===== src/rtl/approx_round_acc_if.sv =====
// Sample/result handshake bundle for approx_round_acc.
// master: sample source + result consumer side; slave: the accumulator.
interface approx_round_acc_if #(
    parameter int DATA_W = 16,
    parameter int LSB_W  = 5,
    parameter int CNT_W  = 8
);
    localparam int ACC_W = DATA_W - LSB_W + CNT_W;

    logic              start;
    logic [CNT_W-1:0]  len;
    logic              in_valid;
    logic [DATA_W-1:0] in_data;
    logic              in_ready;
    logic              out_valid;
    logic [ACC_W-1:0]  out_sum;
    logic              out_ready;
    logic              busy;

    modport master (
        output start, len, in_valid, in_data, out_ready,
        input  in_ready, out_valid, out_sum, busy
    );

    modport slave (
        input  start, len, in_valid, in_data, out_ready,
        output in_ready, out_valid, out_sum, busy
    );
endinterface


===== src/rtl/approx_round_acc.sv =====
// Streaming accumulator: drops LSB_W low bits of each sample with a
// round-nearest style carry, sums len samples, presents the total.
// Two-stage pipeline: rounded sample register (r1/v1), then accumulator.
module approx_round_acc #(
    parameter int DATA_W = 16,
    parameter int LSB_W  = 5,
    parameter int CNT_W  = 8
) (
    input  logic               clk,
    input  logic               rst_n,
    approx_round_acc_if.slave  bus
);
    localparam int ACC_W = DATA_W - LSB_W + CNT_W;
    localparam int U_W   = DATA_W - LSB_W;
    localparam int R_W   = U_W + 1;

    typedef enum logic [1:0] {
        IDLE  = 2'd0,
        ACCUM = 2'd1,
        DONE  = 2'd2
    } state_t;

    state_t           state;
    state_t           state_n;
    logic [CNT_W-1:0] len_q;
    logic [CNT_W-1:0] cnt;
    logic [ACC_W-1:0] acc;
    logic [R_W-1:0]   r1;
    logic             v1;

    logic [U_W-1:0]   u;
    logic             rc;
    logic [R_W-1:0]   r;
    logic             in_rdy;
    logic             accept;

    // Rounded sample: upper field plus carry from the dropped field.
    always_comb begin
        u  = bus.in_data[DATA_W-1:LSB_W];
        rc = bus.in_data[LSB_W-1] | (&bus.in_data[LSB_W-2:0]);
        r  = {1'b0, u} + R_W'(rc);
    end

    // Handshake and status outputs, all from registered state.
    always_comb begin
        in_rdy        = (state == ACCUM) && (cnt != len_q);
        accept        = in_rdy && bus.in_valid;
        bus.in_ready  = in_rdy;
        bus.out_valid = (state == DONE);
        bus.busy      = (state != IDLE);
        bus.out_sum   = (state == DONE) ? acc : '0;
    end

    // State register.
    always_ff @(posedge clk) begin
        if (!rst_n) begin
            state <= IDLE;
        end else begin
            state <= state_n;
        end
    end

    // Next-state logic.
    // Leaving ACCUM as soon as cnt reaches len_q is safe: that same edge
    // folds any pending r1 into acc, so the pipeline is empty in DONE.
    always_comb begin
        state_n = state;
        case (state)
            IDLE: begin
                if (bus.start) begin
                    state_n = (bus.len == '0) ? DONE : ACCUM;
                end
            end
            ACCUM: begin
                if (cnt == len_q) begin
                    state_n = DONE;
                end
            end
            DONE: begin
                if (bus.out_ready) begin
                    state_n = IDLE;
                end
            end
            default: state_n = IDLE;
        endcase
    end

    // Job length, sample counter, stage-1 register and accumulator.
    always_ff @(posedge clk) begin
        if (!rst_n) begin
            len_q <= '0;
            cnt   <= '0;
            acc   <= '0;
            r1    <= '0;
            v1    <= 1'b0;
        end else begin
            case (state)
                IDLE: begin
                    if (bus.start) begin
                        len_q <= bus.len;
                        cnt   <= '0;
                        acc   <= '0;
                        v1    <= 1'b0;
                    end
                end
                ACCUM: begin
                    v1 <= accept;
                    if (accept) begin
                        r1  <= r;
                        cnt <= cnt + CNT_W'(1);
                    end
                    if (v1) begin
                        acc <= acc + ACC_W'(r1);
                    end
                end
                default: begin
                end
            endcase
        end
    end
endmodule


===== src/flat_wrapper.sv =====
// flat-port wrapper written by rule: the top's interface ports become plain ports
module approx_round_acc_flat 
#(
    parameter int DATA_W = 16,
    parameter int LSB_W  = 5,
    parameter int CNT_W  = 8
)
  (clk, rst_n, bus_start, bus_len, bus_in_valid, bus_in_data, bus_out_ready, bus_in_ready, bus_out_valid, bus_out_sum, bus_busy);
  approx_round_acc_if #(.DATA_W(DATA_W), .LSB_W(LSB_W), .CNT_W(CNT_W)) bus_i ();
  input  logic clk;
  input  logic rst_n;
  input wire logic [$bits(bus_i.start)-1:0] bus_start;
  input wire logic [$bits(bus_i.len)-1:0] bus_len;
  input wire logic [$bits(bus_i.in_valid)-1:0] bus_in_valid;
  input wire logic [$bits(bus_i.in_data)-1:0] bus_in_data;
  input wire logic [$bits(bus_i.out_ready)-1:0] bus_out_ready;
  output wire logic [$bits(bus_i.in_ready)-1:0] bus_in_ready;
  output wire logic [$bits(bus_i.out_valid)-1:0] bus_out_valid;
  output wire logic [$bits(bus_i.out_sum)-1:0] bus_out_sum;
  output wire logic [$bits(bus_i.busy)-1:0] bus_busy;
  assign bus_i.start = bus_start;
  assign bus_i.len = bus_len;
  assign bus_i.in_valid = bus_in_valid;
  assign bus_i.in_data = bus_in_data;
  assign bus_i.out_ready = bus_out_ready;
  assign bus_in_ready = bus_i.in_ready;
  assign bus_out_valid = bus_i.out_valid;
  assign bus_out_sum = bus_i.out_sum;
  assign bus_busy = bus_i.busy;
  approx_round_acc #(.DATA_W(DATA_W), .LSB_W(LSB_W), .CNT_W(CNT_W)) u_core (.clk(clk), .rst_n(rst_n), .bus(bus_i));
endmodule

===== config.mk =====
export PLATFORM = sky130hd
export DESIGN_NAME = approx_round_acc_flat
export DESIGN_NICKNAME = d
export VERILOG_FILES = /design/src/rtl/approx_round_acc_if.sv /design/src/rtl/approx_round_acc.sv /design/src/flat_wrapper.sv
export SDC_FILE = /design/constraint.sdc
export NUM_CORES = 1
export LEC_CHECK = 0
export ABC_CLOCK_PERIOD_IN_PS = 2000
export CORE_ASPECT_RATIO = 0.75
export CORE_UTILIZATION = 35
export CTS_CLUSTER_DIAMETER = 40
export DETAILED_ROUTE_END_ITERATION = 16
export GPL_TIMING_DRIVEN = 0
export PLACE_DENSITY = 0.63
export SLEW_MARGIN = 20
export SYNTH_ARGS = -nofsm -noshare
export SYNTH_HDL_FRONTEND = slang
export SYNTH_SLANG_ARGS = --single-unit

===== constraint.sdc =====
create_clock -name clk -period 2 [get_ports clk]
set_input_delay 0.3 -clock clk [delete_from_list [all_inputs] [get_ports clk]]
set_output_delay 0.3 -clock clk [all_outputs]
set_load 0.05 [all_outputs]

==> flow_summary.ini <==
[synthesis]
ys_top_cells_by_count = dfxtp_1, nand2_1, xor2_1
ys.warnings.count = 0
synth_nets = 387
synth_mux_area_share_pct = 0.6905
ys_async_sr_fraction_pct = 0
synthCells = 342
synthFlopType = dfxtp_1
synth_area_leaders = dfxtp_1, xor2_1, ha_1, nand2_1, and2_1
synthSimpleGateAreaFrac_pct = 25.33
synth_top_family_by_area = simple AND/OR/NAND/NOR gates
yosysMostFrequentCell = dfxtp_1
synth-edff-count = 0
ys_ff_latch = 50
synth_compound_area_share_pct = 18.60
avgSynthCellArea_um2 = 8.477
synth_top_area_share_pct = 34.53
synth_seq_area_share_pct = 34.53
synth-xor-area-share_pct = 11.78
synth_fa_ha_area_share_pct = 7.164
ys_types = 48
synth_largest_area_cell = dfxtp_1
netlist_area_mm2 = 0.002899

[sta]
slew_viol_final = 0
rsz0062_at_grt = true
fmax_mhz = 469.7
fin_crit_ns = 2.129
tns_ns = -0.4392
finClkSkew_ns = 0.02136
tightest_slew_ns = 0.5020
maxSlewHeadroom_pct = 66.67
fin_crit_sh_pct = 106.4
hold_viol = 0
fin_hold_ws_ns = 0.4885
finalSetupViolations = 5
setup_slack_ns = -0.1289

[critical_path]
setup.worst_path.class = flop to flop
crit_buf_inv = 0
cp-end-kind = flop
required_ns = 2.18
r2r_slack_ns = -0.13
r2r_start = u_core.r1[0]
crit_family = compound AO/OA/AOI/OAI gates
reg2reg_depth = 8
crit_chain = ha_4 -> fa_2 -> a21o_1 -> a22o_1 -> o31a_1 -> o21ai_2 -> xor2_1 -> nor2_1
path_max_fanout = 3
cp_slowest_stage_delay_ns = 0.35
arrival_ns = 2.31
cp_slowest_cell = dfxtp_2
cp-start-kind = flop
r2r-end = u_core.acc[12]

[place]
numPortBuffers = 50
dpl_cell_area_mm2 = 0.003540
dp_hpwl_mm = 5.488
gp_congestion = 0.8683

[pwr]
powerDensity_mw_per_mm2 = 614.8
p_leak_nw = 1.577
vdd_ir_drop_max_uv = 322.5

[final_layout]
num-fill-cells = 776
multi_input_area_mm2 = 0.001976
nets = 447
regArea_mm2 = 0.001008
syn2layout_area_growth_pct = 28.23
drive_gt1_share_pct = 16.87
stdcell_area_mm2 = 0.003717
antennaDiodeCount = 0

[floorplan]
dieWidth_um = 107.1
core_mm2 = 0.007953
row_count = 28
die_h_um = 80.82
io_pins = 51
initial_utilization_pct = 36.45
die_area_mm2 = 0.008655

[global_route]
gr-usage-met3_pct = 2.809
grt_pass1_vias = 2475
grt_pass1_wl_mm = 12.25
grt_busiest_layer = met1
antenna_found_initial = 0
grt_start_max_net_pins = 17
grt_usage_pct = 17.83
grt_use_met1_pct = 26.80
use_met2_pct = 26.77
grt_remaining_overflow = 0

[clocking]
clk_path_buf_depth = 2
cts_root_buf = clkbuf_8
insertion_delay_ns = 0.32
cts.clk_slew.worst_paths_ns = 0.11
ctsHoldBuffers = 0
htreeDepth = 2
cts_buffers = 5
cts_sinks = 50
cts_tree = built

[route]
drt_iter0_drc = 118
routedWlPerCell_um = 14.26
wl_mm = 7.243
ant_nets = 0
routed_via_density = 5.122
route.detailed.drc = 0
dr.pass1.iters = 4
num_vias = 2602

[worst_hold_path]
hp-class = flop to flop
holdCritStartpoint = u_core.len_q[3]
whs_path_depth = 2
holdPathEnd = u_core.len_q[3]

[job]
maxCapViolCount = 0

[status]
status = finished, violations left
violations = negative setup slack
==> cells by family after synthesis <==
logic type | count (synthesis)
and+or+nand+nor | 147
AOI/OAI and AO/OA | 74
DFF | 50
xor gates and xnor gates | 39
adders and majority gates | 16
buffers and inverters | 14
muxes | 2
==> worst max-delay path by stage <==
stage	startpoint	end	slack, ns	cells after the start
floorplan	u_core.r1[0]	u_core.acc[14]	0.001	8
global placement	u_core.state[0]	bus_out_sum[4]	-0.34	4
detailed placement	u_core.state[0]	bus_out_sum[4]	-0.34	4
CTS	u_core.acc[0]	u_core.acc[14]	-0.16	8
global route	u_core.r1[0]	u_core.acc[12]	-0.26	8
finish	u_core.r1[0]	u_core.acc[12]	-0.13	8
==> registers in the layout, indices dropped and copies added (netlist names) <==
signal	count
u_core.r1	12
u_core.state	2
u_core.cnt	8
u_core.v1	1
u_core.acc	19
u_core.len_q	8
==> metal layers <==
metal	routed length, um	up-vias
li1	-	1331
met1	4007	1215
met2	2904	50
met3	298	6
met4	33	0
met5	0	-
==> metrics by stage <==
step	cells	total power [mW]	utilization, %	setup WS [ns]
6_report	508	2.285	46.74	-0.1289
2_1_floorplan	342	1.433	-	0.001242
3_5_place_dp	497	1.619	44.51	-0.3418
3_3_place_gp	497	1.614	44.51	-0.3405
5_1_grt	508	2.401	46.74	-0.2588
4_1_cts	507	2.278	46.63	-0.1553
==> cells in the final DEF, fill, tap and decap left out, types with 4 or more instances in the layout <==
cell             count
o21ai_0              4
nand2_1             49
nor2_1              23
clkdlybuf4s50_1     28
dfxtp_2              6
buf_2               15
nor2b_1              8
xnor2_1             10
a21boi_0            12
a21oi_1             15
nand3_1             11
o211a_1              9
ha_4                 4
inv_1                4
xor2_1              29
nand4_1              8
clkbuf_4             9
clkbuf_8             6
clkbuf_1             6
ha_1                11
and2_1              24
dfxtp_1             44
a22o_1               7
==> worst reg2reg max path: stages, from the launching register on <==
cell	delay [ns]
dfxtp_2	0.35
ha_4	0.16
fa_2	0.35
a21o_1	0.21
a22o_1	0.20
o31a_1	0.34
o21ai_2	0.17
xor2_1	0.15
nor2_1	0.05
==> what timing repair did <==
| item | 4_1_cts | 5_1_grt |
|---|---|---|
| endpoints found under the setup margin | 33 | 32 |
| setup buffers | 2 | 1 |
| pin swaps | 15 | 12 |
| gates resized for setup | 100 | 48 |
==> final cells by class <==
| cell class | count | share of cell area, % |
|---|---|---|
| clock buffers | 6 | 2.221 |
| clock inverters | 2 | 0.4376 |
| flip-flops and latches | 50 | 27.13 |
| multi-input cells | 278 | 53.15 |
| plain buffers | 10 | 1.279 |
| inverters | 4 | 0.4039 |
| well taps | 105 | 3.534 |
| repair buffers | 53 | 11.85 |
==> where the power goes <==
group	leakage [nW]	switching, mW	internal, mW
logic	1.12	0.310	0.218
registers	0.408	0.0480	1.05
clock network	0.0478	0.373	0.286
total	1.58	0.731	1.55
Power figures use the tool's default switching activity.
